### src/rtl/sonar.sv
// HC-SR04-style ultrasonic ranger controller: periodic trigger, echo-width
// measurement in microseconds, and conversion to centimetres.
module sonar #(
    parameter int clk_freq   = 125_000_000,
    parameter int trig_us    = 10,
    parameter int period_ms  = 60,
    parameter int timeout_us = 38_000
) (
    input  logic        clk,
    input  logic        rst,
    output logic        trig,
    input  logic        ech,
    output logic [9:0]  distance_cm,
    output logic [15:0] echo_us,
    output logic        valid,
    output logic        timeout
);

    localparam int US_CYC     = clk_freq / 1_000_000;
    localparam int TRIG_CYC   = trig_us * US_CYC;
    localparam int PERIOD_CYC = clk_freq / 1000 * period_ms;
    localparam int CW         = $clog2(PERIOD_CYC);
    localparam int PW         = (US_CYC > 1) ? $clog2(US_CYC) : 1;
    localparam int US_PER_CM  = 58;

    typedef enum logic [1:0] {TRIG, WAIT, MEAS, HOLD} state_t;

    state_t        state;
    logic [CW-1:0] period_cnt;
    logic          wrap;
    logic [2:0]    ech_sync;
    logic          rise;
    logic          fall;
    logic [PW-1:0] presc;
    logic [15:0]   us_cnt;
    logic [5:0]    sub_cnt;
    logic [9:0]    cm_cnt;
    logic          tick;
    logic [15:0]   us_next;
    logic [5:0]    sub_next;
    logic [9:0]    cm_next;
    logic          reached;

    assign wrap = (period_cnt == CW'(PERIOD_CYC - 1));

    // NOTE: sequential state is updated with <= so every flop samples the
    // pre-edge values of its neighbours, regardless of statement order.
    always_ff @(posedge clk or posedge rst) begin
        if (rst) begin
            period_cnt <= '0;
            trig       <= 1'b0;
        end else begin
            period_cnt <= wrap ? '0 : period_cnt + CW'(1);
            trig       <= (period_cnt < CW'(TRIG_CYC));
        end
    end

    // Two flops to resynchronise the echo, a third to detect its edges.
    always_ff @(posedge clk or posedge rst) begin
        if (rst) ech_sync <= '0;
        else     ech_sync <= {ech_sync[1:0], ech};
    end

    assign rise = ech_sync[1] & ~ech_sync[2];
    assign fall = ~ech_sync[1] & ech_sync[2];

    // Counter values after this cycle's microsecond tick, so a falling edge
    // that coincides with a tick still includes that final microsecond.
    always_comb begin
        // NOTE: every signal gets a default before the conditionals, so no
        // path leaves it unassigned and no latch is inferred.
        tick     = (state == MEAS) && (presc == PW'(US_CYC - 1));
        us_next  = us_cnt;
        sub_next = sub_cnt;
        cm_next  = cm_cnt;
        if (tick) begin
            if (us_cnt != '1) us_next = us_cnt + 16'd1;
            if (sub_cnt == 6'(US_PER_CM - 1)) begin
                sub_next = '0;
                if (cm_cnt != '1) cm_next = cm_cnt + 10'd1;
            end else begin
                sub_next = sub_cnt + 6'd1;
            end
        end
        reached = (us_next >= 16'(timeout_us));
    end

    always_ff @(posedge clk or posedge rst) begin
        if (rst) begin
            state       <= TRIG;
            presc       <= '0;
            us_cnt      <= '0;
            sub_cnt     <= '0;
            cm_cnt      <= '0;
            distance_cm <= '0;
            echo_us     <= '0;
            valid       <= 1'b0;
            timeout     <= 1'b0;
        end else begin
            valid <= 1'b0;
            case (state)
                TRIG: begin
                    if (period_cnt == CW'(TRIG_CYC - 1)) state <= WAIT;
                end
                WAIT: begin
                    if (wrap) begin
                        timeout <= 1'b1;
                        valid   <= 1'b1;
                        state   <= TRIG;
                    end else if (rise) begin
                        presc   <= '0;
                        us_cnt  <= '0;
                        sub_cnt <= '0;
                        cm_cnt  <= '0;
                        state   <= MEAS;
                    end
                end
                MEAS: begin
                    presc   <= tick ? '0 : presc + PW'(1);
                    us_cnt  <= us_next;
                    sub_cnt <= sub_next;
                    cm_cnt  <= cm_next;
                    if (wrap || (!fall && reached)) begin
                        distance_cm <= 10'd1023;
                        echo_us     <= 16'(timeout_us);
                        timeout     <= 1'b1;
                        valid       <= 1'b1;
                        state       <= wrap ? TRIG : HOLD;
                    end else if (fall) begin
                        distance_cm <= cm_next;
                        echo_us     <= us_next;
                        timeout     <= 1'b0;
                        valid       <= 1'b1;
                        state       <= HOLD;
                    end
                end
                HOLD: begin
                    if (wrap) state <= TRIG;
                end
                default: state <= TRIG;
            endcase
        end
    end

endmodule

### config.mk
export PLATFORM = sky130hd
export DESIGN_NAME = sonar
export DESIGN_NICKNAME = d
export VERILOG_FILES = /design/src/rtl/sonar.sv
export SDC_FILE = /design/constraint.sdc
export NUM_CORES = 1
export LEC_CHECK = 0
export CORE_UTILIZATION = 55
export CTS_CLUSTER_SIZE = 14
export DETAILED_ROUTE_END_ITERATION = 7
export PLACE_DENSITY_LB_ADDON = 0.3
export SYNTH_ARGS = -nofsm -noshare
export SYNTH_HDL_FRONTEND = slang
export SYNTH_SLANG_ARGS = --single-unit
export TNS_END_PERCENT = 5
### constraint.sdc
create_clock -name clk -period 3 [get_ports clk]
set_input_delay 0.3 -clock clk [delete_from_list [all_inputs] [get_ports clk]]
set_output_delay 0.3 -clock clk [all_outputs]
set_load 0.01 [all_outputs]
Word level (Yosys, flattened, before mapping)
Cells that the tools add are included.

Add/subtract/negate cells: 5. Div/mod/pow operators: 0. $lt $le $gt $ge: 2. Shift operators: 0. Multiply operators: 0. Multiplexer cells: 41. Bitwise gates (word level): 4. Reductions and logical operators: 12. Equality and inequality tests: 17.

Operators with widths (number): two-way mux 16 bit (6); two-way mux 10 bit (7); one-hot mux 16 bit (2 select lines) (1); two-way mux 6 bit (4); adder 23 x 1 -> 23 bit (second input constant) (1); == test 23 x 11 -> 1 bit (second input constant) (1); == test 23 bit (second input constant) (1); < comparator 23 x 11 -> 1 bit (second input constant) (1); two-way mux 23 bit (1); two-way mux 7 bit (3); one-hot mux 10 bit (2 select lines) (1); adder 16 x 1 -> 16 bit (second input constant) (1); >= comparator 16 bit (second input constant) (1); != test 16 bit (second input constant) (1); two-way mux 2 bit (7); one-hot mux 7 bit (2 select lines) (1); != test 2 bit (second input constant) (6); one-hot mux 6 bit (2 select lines) (1); adder 10 x 1 -> 10 bit (second input constant) (1); != test 10 bit (second input constant) (1); one-hot mux 2 bit (4 select lines) (1); AND reduction 4 bit (2); adder 7 x 1 -> 7 bit (second input constant) (1); == test 7 bit (second input constant) (1); 17 further kinds (29).

Memories kept: 0. Latch bits: 0. Bits in read-only memories: 0. Output and inout port bits: 29. Register bits after elaboration: 96. RAM bits: 0.

Depth between registers and ports, before layout
Depth after elaboration: 8. Gate-level depth with buffers: 12. Depth with buffers taken out: 10.

Worst setup path before layout
Ideal clock, no wire load.

Kind: reg2reg. Start: register state[0]. End: register state[1]. Clock period less this slack: 2.536 ns. Data required time: 2.875 ns. Library setup time: 0.125 ns. Cell stages (with the launch flop): 11. Data arrival time: 2.410 ns. Path slack: 0.464 ns. Cells stage by stage: dfrtp_1 inv_1 ha_1 buf_1 nand4_2 nor3_1 mux2i_1 o211ai_2 a211oi_1 nor2_1 mux2_4.

Cells in the longest elaborated chain, start to end: 8. Elaborated cells between the ends (all ways): 16. Those cells by class: order compare: 1; eq/ne: 7; mux: 3; reduce/logical: 5.

RTL lines: from (decl) (RTL line 28) `state_t state;`; from (signal assigned) (RTL line 128) `state <= wrap ? TRIG : HOLD;`; == test 2 bit (RTL line 72, 101); logical AND 1 bit (RTL line 72) `tick = (state == MEAS) && (presc == PW'(US_CYC - 1));`; two-way mux 16 bit (RTL line 76) `if (tick) begin`; >= comparator 16 bit (RTL line 85) `reached = (us_next >= 16'(timeout_us));`; logical AND 1 bit (RTL line 123) `if (wrap || (!fall && reached)) begin`; logical OR 1 bit (RTL line 123); != test 3 x 2 -> 1 bit (no source line) / two-way mux 2 bit (equally long branches); AND reduction 4 bit (no source line) / one-hot mux 2 bit (4 select lines) (equally long branches).

Parallel ways exist; a longest one is shown, timed or not. A chain may end at the register's enable or synchronous reset.

Final worst setup path
Start: register state[0]. End: register echo_us[3].

Cells in the longest elaborated chain, start to end: 8. Elaborated cells between the ends (all ways): 10. Those cells by class: order compare: 1; eq/ne: 1; mux: 3; reduce/logical: 5.

RTL lines: == test 2 bit (*) (RTL line 72, 101); logical AND 1 bit (RTL line 72); two-way mux 16 bit (RTL line 76); >= comparator 16 bit (RTL line 85); logical AND 1 bit (RTL line 123); logical OR 1 bit (RTL line 123); nonzero test 2 bit (no source line); AND reduction 2 bit (no source line); to (signal assigned) (RTL line 125) `echo_us <= 16'(timeout_us);`; to (signal assigned) (RTL line 131) `echo_us <= us_next;`; to (decl) (RTL line 14) `output logic [15:0] echo_us,`.

Every way passes the cells marked *; elsewhere a longest branch is shown, timed or not. The select of a mux whose other input is x is not followed.

==> flow_results.xml <==
<?xml version="1.0" encoding="UTF-8"?>
<metrics>
  <group name="grt">
    <metric name="grt_start_max_net_pins" unit="">60</metric>
    <metric name="grt_pass1_wl" unit="um">21100</metric>
    <metric name="first_global_vias" unit="">4376</metric>
    <metric name="grt_antenna_before_repair" unit="">0</metric>
    <metric name="groute.usage.overall" unit="%">26.4</metric>
    <metric name="globalRouteOverflowTotal" unit="">0</metric>
  </group>
  <group name="floorplanning">
    <metric name="io_pins" unit="">32</metric>
    <metric name="core.rowCount" unit="">35</metric>
    <metric name="die_w" unit="um">101</metric>
    <metric name="effective_utilization_at_floorplan" unit="%">57.3</metric>
    <metric name="die-area" unit="sq mm">0.0101</metric>
    <metric name="die-height" unit="um">101</metric>
    <metric name="placeableCoreArea" unit="sq mm">0.00933</metric>
  </group>
  <group name="yosys">
    <metric name="synth_enable_flop_cells" unit="">0</metric>
    <metric name="synth_warnings" unit="">0</metric>
    <metric name="synth_fp_nets" unit="">606</metric>
    <metric name="synth-seq-area-share" unit="%">44.9</metric>
    <metric name="synth.cells.most_frequent" unit="">sky130_fd_sc_hd__dfrtp_1, sky130_fd_sc_hd__nand2_1, sky130_fd_sc_hd__nor2_1</metric>
    <metric name="synth_area" unit="sq mm">0.00535</metric>
    <metric name="synth_area_leaders" unit="">sky130_fd_sc_hd__dfrtp_1, sky130_fd_sc_hd__nand2_1, sky130_fd_sc_hd__o21ai_0</metric>
    <metric name="register_bit_count_reported_by_yosys" unit="">96</metric>
    <metric name="yosysTopAreaCellShare" unit="%">44.9</metric>
    <metric name="synth.distinct_cells" unit="">61</metric>
    <metric name="post_synth_inst_count" unit="">590</metric>
    <metric name="netlist.top_cell.by_area" unit="">sky130_fd_sc_hd__dfrtp_1</metric>
    <metric name="syn_area_per_cell" unit="sq um">9.06</metric>
    <metric name="ys_dominant_reg_cell" unit="">sky130_fd_sc_hd__dfrtp_1</metric>
    <metric name="yosysMostFrequentCell" unit="">sky130_fd_sc_hd__dfrtp_1</metric>
    <metric name="synth_async_sr_flop_share" unit="%">100</metric>
  </group>
  <group name="pwr">
    <metric name="power.net_switching" unit="mW">0.508</metric>
    <metric name="power_frac_seq" unit="%">58.3</metric>
    <metric name="power_report.internal_total" unit="mW">1.72</metric>
    <metric name="p_sw_share" unit="%">22.8</metric>
    <metric name="powerDensity" unit="mW/mm^2">371</metric>
    <metric name="power.static_leakage" unit="nW">2.55</metric>
    <metric name="pwr-share-clk" unit="%">39.7</metric>
    <metric name="logic_pwr_share" unit="%">2.0</metric>
    <metric name="max-vdd-ir-drop" unit="uV">274</metric>
  </group>
  <group name="setup_path">
    <metric name="timing.critical_path.arrival" unit="ns">3.05</metric>
    <metric name="crit_chain" unit="">inv_1 &gt; ha_2 &gt; and4_1 &gt; and4_2 &gt; and3_1 &gt; o21ai_0 &gt; a31oi_1 &gt; a21o_2 &gt; nand2_4 &gt; a31o_2</metric>
    <metric name="worst-r2r-cell-count" unit="">10</metric>
    <metric name="cp.depth" unit="">10</metric>
    <metric name="path_max_fanout" unit="">27</metric>
    <metric name="crit_path_end_kind" unit="">register</metric>
    <metric name="crit_path_max_incr_delay" unit="ns">0.42</metric>
    <metric name="critical-path-slowest-cell" unit="">sky130_fd_sc_hd__dfrtp_1</metric>
    <metric name="critical_path_class" unit="">reg -&gt; reg</metric>
    <metric name="worst_setup_path_start_kind" unit="">register</metric>
    <metric name="critical_path.top_delay_family" unit="">simple AND/OR/NAND/NOR gates</metric>
    <metric name="crit_buf_inv" unit="">1</metric>
    <metric name="required" unit="ns">3.26</metric>
    <metric name="reg2reg_setup_slack" unit="ns">0.21</metric>
  </group>
  <group name="sta">
    <metric name="tightest_slew" unit="ns">1.04</metric>
    <metric name="finalMaxSlewViolations" unit="">0</metric>
    <metric name="report.final.setup_viol" unit="">0</metric>
    <metric name="totalNegativeSetupSlack" unit="ns">0</metric>
    <metric name="max_slew_margin" unit="%">30.4</metric>
    <metric name="rsz0062_at_grt" unit="">no</metric>
    <metric name="hold_ws" unit="ns">0.330</metric>
    <metric name="min_period_over_period" unit="%">93.1</metric>
    <metric name="hold_fails_final_rpt" unit="">0</metric>
    <metric name="fin_skew" unit="ns">0.0121</metric>
    <metric name="maxClockFrequency" unit="GHz">0.358</metric>
    <metric name="min_period" unit="ns">2.79</metric>
  </group>
  <group name="placement">
    <metric name="io_buffer_count" unit="">31</metric>
    <metric name="detailedPlacementHpwl" unit="um">8610</metric>
    <metric name="place_congestion" unit="">0.898</metric>
  </group>
  <group name="clock_tree">
    <metric name="clk-insertion-delay-late" unit="ns">0.37</metric>
    <metric name="cts_made_buffers" unit="">9</metric>
    <metric name="tritoncts" unit="">done</metric>
    <metric name="cts-htree-levels" unit="">3</metric>
    <metric name="ctsLongestPathBuffers" unit="">2</metric>
    <metric name="clk_pin_slew" unit="ns">0.09</metric>
    <metric name="clock-sinks" unit="">96</metric>
    <metric name="clk_root_buffer_cell" unit="">sky130_fd_sc_hd__clkbuf_8</metric>
  </group>
  <group name="layout">
    <metric name="n_antenna_cell" unit="">0</metric>
    <metric name="fillCellCount" unit="">771</metric>
    <metric name="final_net_count" unit="">629</metric>
    <metric name="area_overhead_vs_synth" unit="%">12.1</metric>
    <metric name="drive_gt1_share" unit="%">8.59</metric>
  </group>
  <group name="run">
    <metric name="timing.max_cap.violations" unit="">0</metric>
  </group>
  <group name="drt">
    <metric name="detailedRoute.firstPassIterationCount" unit="">5</metric>
    <metric name="route.detailed.vias_per_inst" unit="">6.15</metric>
    <metric name="dr_vias" unit="">4589</metric>
    <metric name="drt-total-wl" unit="um">12500</metric>
    <metric name="drc_errors" unit="">0</metric>
    <metric name="initial_drc_count" unit="">370</metric>
    <metric name="antenna_violating_nets_post_route" unit="">0</metric>
    <metric name="route.detailed.wl_per_inst" unit="um">16.7</metric>
  </group>
  <group name="status">
    <metric name="run_status" unit="">complete, no violations</metric>
  </group>
  <group name="hold_path">
    <metric name="hold_path.class" unit="">in -&gt; async</metric>
  </group>
</metrics>
==> cell type report <==
type / count / area (sq um) / share of cell area [%]
multi-input cells: 451 / 2760 / 46.0
flip-flops and latches: 96 / 2400 / 40.1
repair buffers: 43 / 429 / 7.16
well taps: 129 / 161 / 2.69
clock buffers: 10 / 138 / 2.30
clock inverters: 5 / 63.8 / 1.06
inverters: 12 / 46.3 / 0.772
==> power by group through the flow <==
stage | registers [mW] | logic (mW) | clock network, mW
3_3_place_gp | 1.32 | 0.0465 | 0
3_5_place_dp | 1.32 | 0.0473 | 0
2_1_floorplan | 1.32 | 0.0299 | 0
4_1_cts | 1.30 | 0.0472 | 0.899
6_report | 1.30 | 0.0453 | 0.882
5_1_grt | 1.30 | 0.0538 | 0.948
==> through the flow <==
step / power, mW / cell area, sq um / utilization (%) / setup WS (ns) / instances
2_1_floorplan: 1.35 / 5350 / - / 0.195 / 590
3_3_place_gp: 1.37 / 5770 / 61.8 / 0.271 / 729
4_1_cts: 2.24 / 5970 / 64.0 / 0.171 / 744
6_report: 2.22 / 6000 / 64.3 / 0.206 / 746
3_5_place_dp: 1.37 / 5770 / 61.8 / 0.201 / 729
5_1_grt: 2.30 / 6000 / 64.3 / 0.0385 / 746
==> layer usage <==
| metal | track usage, % | part of all wire, % | up-vias |
|---|---|---|---|
| li1 | - | - | 2173 |
| met2 | 43.2 | 48 | 168 |
| met1 | 35.1 | 44 | 2223 |
| met5 | 0 | 0 | - |
| met4 | 9.14 | 2.4 | 0 |
| met3 | 5.41 | 5.7 | 25 |
==> sequential cells by signal, indices dropped and copies added (netlist names) <==
| signal | flops |
|---|---|
| cm_cnt | 10 |
| distance_cm | 10 |
| ech_sync | 3 |
| echo_us | 16 |
| period_cnt | 23 |
| presc | 7 |
| state | 2 |
| sub_cnt | 6 |
| timeout | 1 |
| trig | 1 |
| us_cnt | 16 |
| valid | 1 |
==> kinds of logic after synthesis <==
family          synth area share (%)
simple gates                    23.7
compound gates                  16.9
flops                           44.9
buf+inv                         3.72
xor+xnor                        5.40
fa+ha+maj                       3.04
mux                             2.32
==> path summary, 6_finish.rpt <==
| check | end | startpoint |
|---|---|---|
| min reg2reg | ech_sync[1] | ech_sync[0] |
| max reg2reg | echo_us[3] | state[0] |
| max | echo_us[3] | state[0] |
| min | valid | rst |
| min in group clk | ech_sync[1] | ech_sync[0] |
| max in group asynchronous | us_cnt[10] | rst |
==> what timing repair did <==
action | 4_1_cts | 5_1_grt
hold endpoints to repair | 0 | 0
setup endpoints to repair | 0 | 25
hold buffers | 0 | 0
resized for setup | 0 | 4
setup buffers | 0 | 2
==> cells in the final DEF (no fill, tap or decap), types with 10 or more instances in the layout <==
| master | synthesis | layout |
|---|---|---|
| sky130_fd_sc_hd__nand2_1 | 70 | 70 |
| sky130_fd_sc_hd__o21ai_0 | 47 | 47 |
| sky130_fd_sc_hd__clkbuf_8 | 0 | 10 |
| sky130_fd_sc_hd__nor2_1 | 61 | 61 |
| sky130_fd_sc_hd__nand4_1 | 16 | 16 |
| sky130_fd_sc_hd__clkdlybuf4s50_1 | 0 | 31 |
| sky130_fd_sc_hd__nand3_1 | 32 | 32 |
| sky130_fd_sc_hd__a21oi_1 | 26 | 26 |
| sky130_fd_sc_hd__nor3_1 | 15 | 15 |
| sky130_fd_sc_hd__o31ai_1 | 14 | 14 |
| sky130_fd_sc_hd__dfrtp_1 | 96 | 96 |
| sky130_fd_sc_hd__and3_1 | 12 | 12 |
| sky130_fd_sc_hd__ha_1 | 13 | 12 |
| sky130_fd_sc_hd__a22o_1 | 10 | 10 |
| sky130_fd_sc_hd__xnor2_1 | 20 | 20 |
| sky130_fd_sc_hd__xor2_1 | 13 | 13 |
| sky130_fd_sc_hd__inv_1 | 11 | 10 |
Note: power is estimated with default switching activity, not from simulation.
